<file path="src/rtl/addsub_op_sequencer.sv">
// rtl/addsub_op_sequencer.sv - request/response sequencer around a 4-bit adder/subtractor
//
// Purpose: accepts one operation per in_valid/in_ready handshake and registers the
// operands and mode onto add_a/add_b/add_mode. It waits one cycle for the external
// combinational adder to settle, captures add_s with derived flags, and presents the
// result under out_valid/out_ready.
//
// Ports:
//   clk, rst_n           clock, asynchronous active-low reset
//   in_valid/in_ready    request handshake; in_a, in_b, in_mode carry the request
//   add_a/add_b/add_mode registered operands driven to the adder
//   add_s                5-bit adder result fed back from the adder
//   out_valid/out_ready  result handshake; out_sum/carry/borrow/zero/ovf carry the result
//   op_count             completed handoffs, wraps modulo 2^CNT_W
module addsub_op_sequencer #(
    parameter int CNT_W = 8
) (
    input  logic             clk,
    input  logic             rst_n,
    input  logic             in_valid,
    output logic             in_ready,
    input  logic [3:0]       in_a,
    input  logic [3:0]       in_b,
    input  logic             in_mode,
    output logic [3:0]       add_a,
    output logic [3:0]       add_b,
    output logic             add_mode,
    input  logic [4:0]       add_s,
    output logic             out_valid,
    input  logic             out_ready,
    output logic [3:0]       out_sum,
    output logic             out_carry,
    output logic             out_borrow,
    output logic             out_zero,
    output logic             out_ovf,
    output logic [CNT_W-1:0] op_count
);

    typedef enum logic [1:0] {
        IDLE = 2'd0,
        EXEC = 2'd1,
        DONE = 2'd2
    } state_e;

    state_e           state_q, state_d;
    logic [3:0]       add_a_q, add_a_d;
    logic [3:0]       add_b_q, add_b_d;
    logic             add_mode_q, add_mode_d;
    logic [3:0]       sum_q, sum_d;
    logic             carry_q, carry_d;
    logic             borrow_q, borrow_d;
    logic             zero_q, zero_d;
    logic             ovf_q, ovf_d;
    logic [CNT_W-1:0] cnt_q, cnt_d;

    always_ff @(posedge clk or negedge rst_n) begin
        if (!rst_n) begin
            state_q    <= IDLE;
            add_a_q    <= '0;
            add_b_q    <= '0;
            add_mode_q <= 1'b0;
            sum_q      <= '0;
            carry_q    <= 1'b0;
            borrow_q   <= 1'b0;
            zero_q     <= 1'b0;
            ovf_q      <= 1'b0;
            cnt_q      <= '0;
        end else begin
            state_q    <= state_d;
            add_a_q    <= add_a_d;
            add_b_q    <= add_b_d;
            add_mode_q <= add_mode_d;
            sum_q      <= sum_d;
            carry_q    <= carry_d;
            borrow_q   <= borrow_d;
            zero_q     <= zero_d;
            ovf_q      <= ovf_d;
            cnt_q      <= cnt_d;
        end
    end

    always_comb begin
        state_d    = state_q;
        add_a_d    = add_a_q;
        add_b_d    = add_b_q;
        add_mode_d = add_mode_q;
        sum_d      = sum_q;
        carry_d    = carry_q;
        borrow_d   = borrow_q;
        zero_d     = zero_q;
        ovf_d      = ovf_q;
        cnt_d      = cnt_q;
        unique case (state_q)
            IDLE: begin
                if (in_valid) begin
                    add_a_d    = in_a;
                    add_b_d    = in_b;
                    add_mode_d = in_mode;
                    state_d    = EXEC;
                end
            end
            EXEC: begin
                // Operands have been stable for a full cycle, so add_s is settled here.
                sum_d    = add_s[3:0];
                carry_d  = add_s[4];
                borrow_d = add_mode_q & ~add_s[4];
                zero_d   = (add_s[3:0] == 4'd0);
                // Effective B operand sign is b3 flipped when subtracting.
                ovf_d    = (add_a_q[3] == (add_b_q[3] ^ add_mode_q)) &
                           (add_s[3] != add_a_q[3]);
                state_d  = DONE;
            end
            DONE: begin
                if (out_ready) begin
                    cnt_d   = cnt_q + 1'b1;
                    state_d = IDLE;
                end
            end
            default: state_d = IDLE;
        endcase
    end

    assign in_ready   = (state_q == IDLE);
    assign out_valid  = (state_q == DONE);
    assign add_a      = add_a_q;
    assign add_b      = add_b_q;
    assign add_mode   = add_mode_q;
    assign out_sum    = sum_q;
    assign out_carry  = carry_q;
    assign out_borrow = borrow_q;
    assign out_zero   = zero_q;
    assign out_ovf    = ovf_q;
    assign op_count   = cnt_q;

endmodule
</file>
<file path="config.mk">
export PLATFORM = sky130hd
export DESIGN_NAME = addsub_op_sequencer
export DESIGN_NICKNAME = d
export VERILOG_FILES = /design/src/rtl/addsub_op_sequencer.sv
export SDC_FILE = /design/constraint.sdc
export NUM_CORES = 1
export LEC_CHECK = 0
export ABC_AREA = 1
export CAP_MARGIN = 40
export CORE_MARGIN = 4
export CORE_UTILIZATION = 48
export CTS_BUF_LIST = sky130_fd_sc_hd__clkbuf_2
export CTS_CLUSTER_SIZE = 30
export DETAILED_ROUTE_END_ITERATION = 12
export GPL_ROUTABILITY_DRIVEN = 1
export GPL_TIMING_DRIVEN = 0
export PLACE_DENSITY = 0.86
export SYNTH_ARGS = -nofsm -noshare
export SYNTH_HDL_FRONTEND = slang
export SYNTH_SLANG_ARGS = --single-unit
</file>
<file path="constraint.sdc">
create_clock -name clk -period 1.76 [get_ports clk]
set_clock_uncertainty 0.15 [all_clocks]
set_input_delay 0.528 -clock clk [delete_from_list [all_inputs] [get_ports clk]]
set_output_delay 0.528 -clock clk [all_outputs]
set_load 0.02 [all_outputs]
</file>
==> flow_metrics.py, run 1 <==
metrics = {
    "worst_setup_path": {
        "critPathMaxStageDelay_ns": 0.51,
        "path_cells": "nor2_4, buf_6",
        "ff2ff_path_depth": 8,
        "critPathBufInv": 1,
        "worst_path_max_delay_cell": "dfrtp_2",
        "critPathMaxFanout": 4,
        "arrival_ns": 1.16,
        "rr_startpoint": "op_count[0]$_DFFE_PN0P_",
        "cpLargestDelayFamily": "flip-flops",
        "r2r-end": "op_count[6]$_DFFE_PN0P_",
        "cp.required_ns": 1.08,
        "worstSetupEndpointType": "output port",
        "reg2reg_slack_ns": 0.27,
        "path_class": "reg2out",
        "crit_path_start_kind": "register",
    },
    "clock_tree": {
        "cts_buffer_depth": 2,
        "cts_made_buffers": 3,
        "cts_sinks": 27,
        "cts_hold_buffers": 0,
        "clk_latency_ns": 0.35,
        "cts_tree": "yes",
        "htreeDepth": 1,
        "cts-root-buf": "clkbuf_2",
        "clk_pin_slew_ns": 0.25,
    },
    "yosys": {
        "synth_edf_count": 0,
        "ys_warn_count": 0,
        "ys_seq_area_share_pct": 56.5,
        "synth.area.top_cells": "dfrtp_1, nand2_1, inv_1",
        "synth.distinct_cells": 23,
        "synth_most_common_cell": "nand2_1",
        "synth.net_count": 149,
        "ys.flop_type": "dfrtp_1",
        "synth_top_area_share_pct": 56.5,
        "avgSynthCellArea_um2": 9.19,
        "async_reset_ff_share_pct": 100,
        "netlist_area_um2": 1190,
        "yosys_register_bits": 27,
        "netlist_top_cells_count": "nand2_1, dfrtp_1, inv_1, nand3_1, o21ai_1",
        "syn_inst": 130,
        "yosys.area.top_type": "dfrtp_1",
    },
    "sta": {
        "setup_viol": 2,
        "hold_viol": 0,
        "fin_crit_ns": 1.84,
        "slew-limit-headroom_pct": 70.3,
        "rsz0062_at_grt": "true",
        "worst_slack_ns": -0.0758,
        "slew_violations": 0,
        "worst_slew_pin_slew_ns": 0.444,
        "finalCritPeriodShare_pct": 104,
        "fmax_ghz": 0.545,
        "holdWs_ns": 0.283,
    },
    "placed_design": {
        "io_buffers": 44,
        "dp_worst_setup_slack_ns": -0.269,
        "gp_congestion": 0.733,
        "hpwl_mm": 2.16,
    },
    "detailed_routing": {
        "detailroute.via_count": 1103,
        "drc": 0,
        "avgRoutedWirePerCell_um": 13.9,
        "drt_first_pass_iters": 4,
        "detail-route-antenna-nets": 0,
        "drt_iter0_drc": 18,
        "drt_wl_total_mm": 3.15,
        "routed_via_density": 4.88,
    },
    "final_layout": {
        "fin_util_pct": 75.7,
        "n_fill_cell": 164,
        "layout.nets": 218,
        "final_layout_size_suffix_gt1_share_pct": 35.4,
        "synthToLayoutAreaGrowth_pct": 45.5,
        "diodes": 0,
    },
    "floorplan": {
        "dieWidth_um": 57.9,
        "initial_core_util_pct": 52.0,
        "fp-row-count": 17,
        "core_area_um2": 2300,
        "ios": 45,
        "fp.dieArea_um2": 3350,
        "die_h_um": 57.9,
    },
    "global_route": {
        "gr-total-overflow": 0,
        "grt_max_degree": 20,
        "grt_first_pass_wirelength_mm": 5.32,
        "antenna_found_initial": 0,
        "grt_pass1_vias": 1224,
        "grtUsageTotal_pct": 20.8,
    },
    "run": {
        "maxCapViolCount": 0,
    },
    "pwr": {
        "finalPower_mw": 2.84,
        "cellPowerDensity_nw_per_um2": 1630,
        "irDropWorstVdd_v": 0.00106,
        "leakage_nw": 0.938,
    },
    "hold_path": {
        "min_path_type": "in2async",
    },
    "status": {
        "failed_checks": "negative setup slack",
        "outcome": "finished, violations left",
    },
}
-- power by group --
part	internal, mW	leakage, nW	switching, mW
sequential	0.865	0.328	0.170
combinational	0.657	0.593	0.906
clock	0.0599	0.0166	0.181
-- cells by family (layout without fill, tap and decap cells) --
| logic type | count (synthesis) | after routing | share of synthesized area [%] |
|---|---|---|---|
| and+or+nand+nor | 70 | 70 | 27.5 |
| DFF | 27 | 27 | 56.5 |
| buffers and inverters | 18 | 86 | 6.60 |
| AOI/OAI and AO/OA | 10 | 10 | 5.34 |
| xor gates and xnor gates | 4 | 4 | 2.93 |
| adders and majority gates | 1 | 1 | 1.05 |
-- worst max-delay path by stage --
stage,start,to,slack [ns],cells past startpoint
after global routing,state_q[1]$_DFFE_PN0P_,in_ready,-0.13,2
after CTS,state_q[1]$_DFFE_PN0P_,in_ready,-0.06,2
after detailed placement,state_q[1]$_DFFE_PN0P_,out_valid,-0.27,3
after floorplan,state_q[1]$_DFFE_PN0P_,out_valid,0.32,2
final,state_q[0]$_DFFE_PN0P_,in_ready,-0.08,2
after global placement,rst_n,out_carry$_DFFE_PN0N_,-0.35,1
-- per-layer routing --
metal / vias to the layer above / wire [um] / track usage [%]
met4: 0 / 85 / 10.6
met3: 10 / 193 / 4.68
met5: - / 0 / 0
met1: 521 / 1160 / 21.9
li1: 531 / - / -
met2: 41 / 1710 / 38.4
-- through the flow --
| stage | area (um2) | instances | setup TNS [ns] |
|---|---|---|---|
| 2_1_floorplan | 1190 | 130 | 0 |
| 3_3_place_gp | 1670 | 202 | -10.25 |
| 3_5_place_dp | 1690 | 203 | -0.962 |
| 4_1_cts | 1840 | 223 | -0.114 |
| 5_1_grt | 1740 | 226 | -0.275 |
| 6_report | 1740 | 226 | -0.146 |
-- registers in the layout, summed over array words and instances (netlist names) --
register and cells:
out_sum 4, state_q 2, add_b 4, add_mode 1
add_a 4, out_ovf 1, out_carry 1, out_borrow 1
out_zero 1, op_count 8
-- placed cells by master (no fill, tap or decap), types with 3 or more instances in the layout --
cell,instances
buf_6,3
nor2_4,3
clkdlybuf4s50_1,17
clkbuf_2,22
inv_2,4
inv_1,12
o21ai_1,5
dfrtp_1,25
nand3_1,8
nand2_1,48
nor2_1,4
o21ai_2,3
buf_4,20
buf_2,6
-- repair_timing --
action                     in CTS  in global routing
setup endpoints to repair      27                 26
pin swaps                       1                  1
resized for setup              71                 25
setup buffers                  16                  3
cloned                          0                  0
-- layout make-up --
class / instances / area (um2) / share of cell area [%]
plain buffers: 2 / 18.8 / 1.08
repair buffers: 64 / 482 / 27.7
inverters: 16 / 60.1 / 3.45
multi-input cells: 85 / 445 / 25.6
clock buffers: 4 / 20.0 / 1.15
well taps: 28 / 35.0 / 2.01
flip-flops and latches: 27 / 678 / 39.0
(Power assumes the default switching activity.)
==> run 2: changes to the inputs <==
--- a/config.mk
+++ b/config.mk
@@ -18,3 +18,4 @@
 export SYNTH_ARGS = -nofsm -noshare
 export SYNTH_HDL_FRONTEND = slang
 export SYNTH_SLANG_ARGS = --single-unit
+export TNS_END_PERCENT = 5
==> run 2 against run 1 <==
  * Largest power group unchanged
  * Non-clock buffer count is 12 lower
  * The flow still finishes with violations (negative setup slack)
  * Clock power is 2% lower
  * Global-route usage is 2.0 points lower
  * Via count is 6.9% lower
  * Critical endpoint unchanged
==> flow_metrics.py, run 2 (synthesis results as in run 1) <==
metrics = {
    "hold_path": {
        "min_path_type": "in2async",
    },
    "clock_tree": {
        "cts_sinks": 27,
        "htreeDepth": 1,
        "cts_tree": "yes",
        "cts_buffer_depth": 2,
        "cts-root-buf": "clkbuf_2",
        "cts_made_buffers": 3,
        "clk_pin_slew_ns": 0.24,
        "clk_latency_ns": 0.35,
    },
    "detailed_routing": {
        "detail-route-antenna-nets": 0,
        "detailroute.via_count": 1027,
        "drt_iter0_drc": 5,
        "drt_wl_total_mm": 2.83,
        "avgRoutedWirePerCell_um": 13.2,
        "routed_via_density": 4.80,
        "drc": 0,
        "drt_first_pass_iters": 4,
    },
    "status": {
        "outcome": "finished, violations left",
        "failed_checks": "negative setup slack",
    },
    "worst_setup_path": {
        "crit_path_start_kind": "register",
        "r2r-end": "op_count[6]$_DFFE_PN0P_",
        "worstSetupEndpointType": "output port",
        "worst_path_max_delay_cell": "dfrtp_2",
        "critPathMaxFanout": 3,
        "cp.required_ns": 1.08,
        "path_cells": "nor2_4, buf_6",
        "rr_startpoint": "op_count[0]$_DFFE_PN0P_",
        "arrival_ns": 1.15,
        "reg2reg_slack_ns": 0.34,
        "path_class": "reg2out",
        "critPathCapture": "in_ready",
        "critPathMaxStageDelay_ns": 0.49,
        "crit_start": "state_q[1]$_DFFE_PN0P_",
        "ff2ff_path_depth": 7,
    },
    "global_route": {
        "grt_pass1_vias": 1140,
        "gr-total-overflow": 0,
        "grtUsageTotal_pct": 18.9,
        "grt_max_degree": 20,
        "grt_first_pass_wirelength_mm": 4.84,
        "antenna_found_initial": 0,
    },
    "pwr": {
        "leakage_nw": 0.878,
        "cellPowerDensity_nw_per_um2": 1620,
        "irDropWorstVdd_v": 0.00104,
        "finalPower_mw": 2.65,
    },
    "final_layout": {
        "layout.nets": 206,
        "multi_input_area_um2": 445,
        "layout_common_cells": "nand2_1, dfrtp_1, clkbuf_2, clkdlybuf4s50_1, inv_1",
        "layout_commonest_cell": "nand2_1",
        "largest_reg_flops": 8,
        "regArea_um2": 678,
        "design_area_um2": 1640,
        "diodes": 0,
        "n_fill_cell": 174,
        "final_layout_size_suffix_gt1_share_pct": 31.2,
        "synthToLayoutAreaGrowth_pct": 37.5,
    },
    "floorplan": {
        "dieWidth_um": 57.9,
        "core_area_um2": 2300,
        "ios": 45,
        "die_h_um": 57.9,
        "fp.dieArea_um2": 3350,
        "initial_core_util_pct": 52.0,
        "fp-row-count": 17,
    },
    "sta": {
        "fmax_ghz": 0.547,
        "fin_crit_ns": 1.83,
        "holdWs_ns": 0.285,
        "worst_slack_ns": -0.0691,
        "finalCritPeriodShare_pct": 104,
        "slew_violations": 0,
        "worst_slew_pin_slew_ns": 0.433,
        "timing.setup.tns_ns": -0.128,
        "hold_viol": 0,
        "rsz0062_at_grt": "true",
        "slew-limit-headroom_pct": 71.1,
        "setup_viol": 2,
    },
    "placed_design": {
        "place_area_um2": 1690,
        "gp_congestion": 0.733,
        "io_buffers": 44,
        "hpwl_mm": 2.16,
    },
    "run": {
        "maxCapViolCount": 0,
    },
}
-- run 2: per-stage QoR --
stage	instances	utilization [%]	setup WS, ns
floorplan	130	-	0.322
global placement	202	72.7	-0.355
detailed placement	203	73.4	-0.269
CTS	213	77.0	-0.0639
global route	214	71.5	-0.133
finish	214	71.5	-0.0691
-- run 2: how the worst min path moves through the flow --
stage                                     from                      end  slack (ns)  cells after the start
final                                    rst_n  op_count[5]$_DFFE_PN0P_        0.29                      1
after global routing                     rst_n  op_count[5]$_DFFE_PN0P_        0.30                      1
after CTS                                rst_n  op_count[5]$_DFFE_PN0P_        0.31                      1
after detailed placement  add_b[0]$_DFFE_PN0P_     add_b[0]$_DFFE_PN0P_        0.32                      2
after global placement    add_a[0]$_DFFE_PN0P_     add_a[0]$_DFFE_PN0P_        0.31                      2
after floorplan                          rst_n     add_a[0]$_DFFE_PN0P_        0.08                      0
-- run 2: metal layers --
layer,track usage [%],vias to the layer above,routed length (um)
met1,20.1,475,1060
met5,0,-,0
met4,8.61,0,82
met3,4.45,9,176
met2,34.8,35,1510
li1,-,508,-
-- run 2: report_power, final --
part	internal [mW]	switching, mW	total, mW
Sequential	0.865	0.177	1.04
Clock	0.0600	0.177	0.237
Combinational	0.541	0.834	1.38
-- run 2: cell type report --
cell class	count	share of cell area, %
plain buffers	2	1.14
clock buffers	4	1.22
inverters	16	3.66
multi-input cells	85	27.1
flip-flops and latches	27	41.3
well taps	28	2.13
repair buffers	52	23.5
-- run 2: worst max-delay path: cells and delay by family, from the launching register on --
| kind | cells | cell delay (ns) |
|---|---|---|
| simple gates | 1 | 0.17 |
| buf+inv | 1 | 0.14 |
| flops | 1 | 0.49 |
-- run 2: what timing repair did --
action	in CTS	in global routing
gates resized for setup	77	24
buffers inserted	6	1
pin swaps	1	1
endpoints found under the setup margin	27	26
hold buffers	0	0
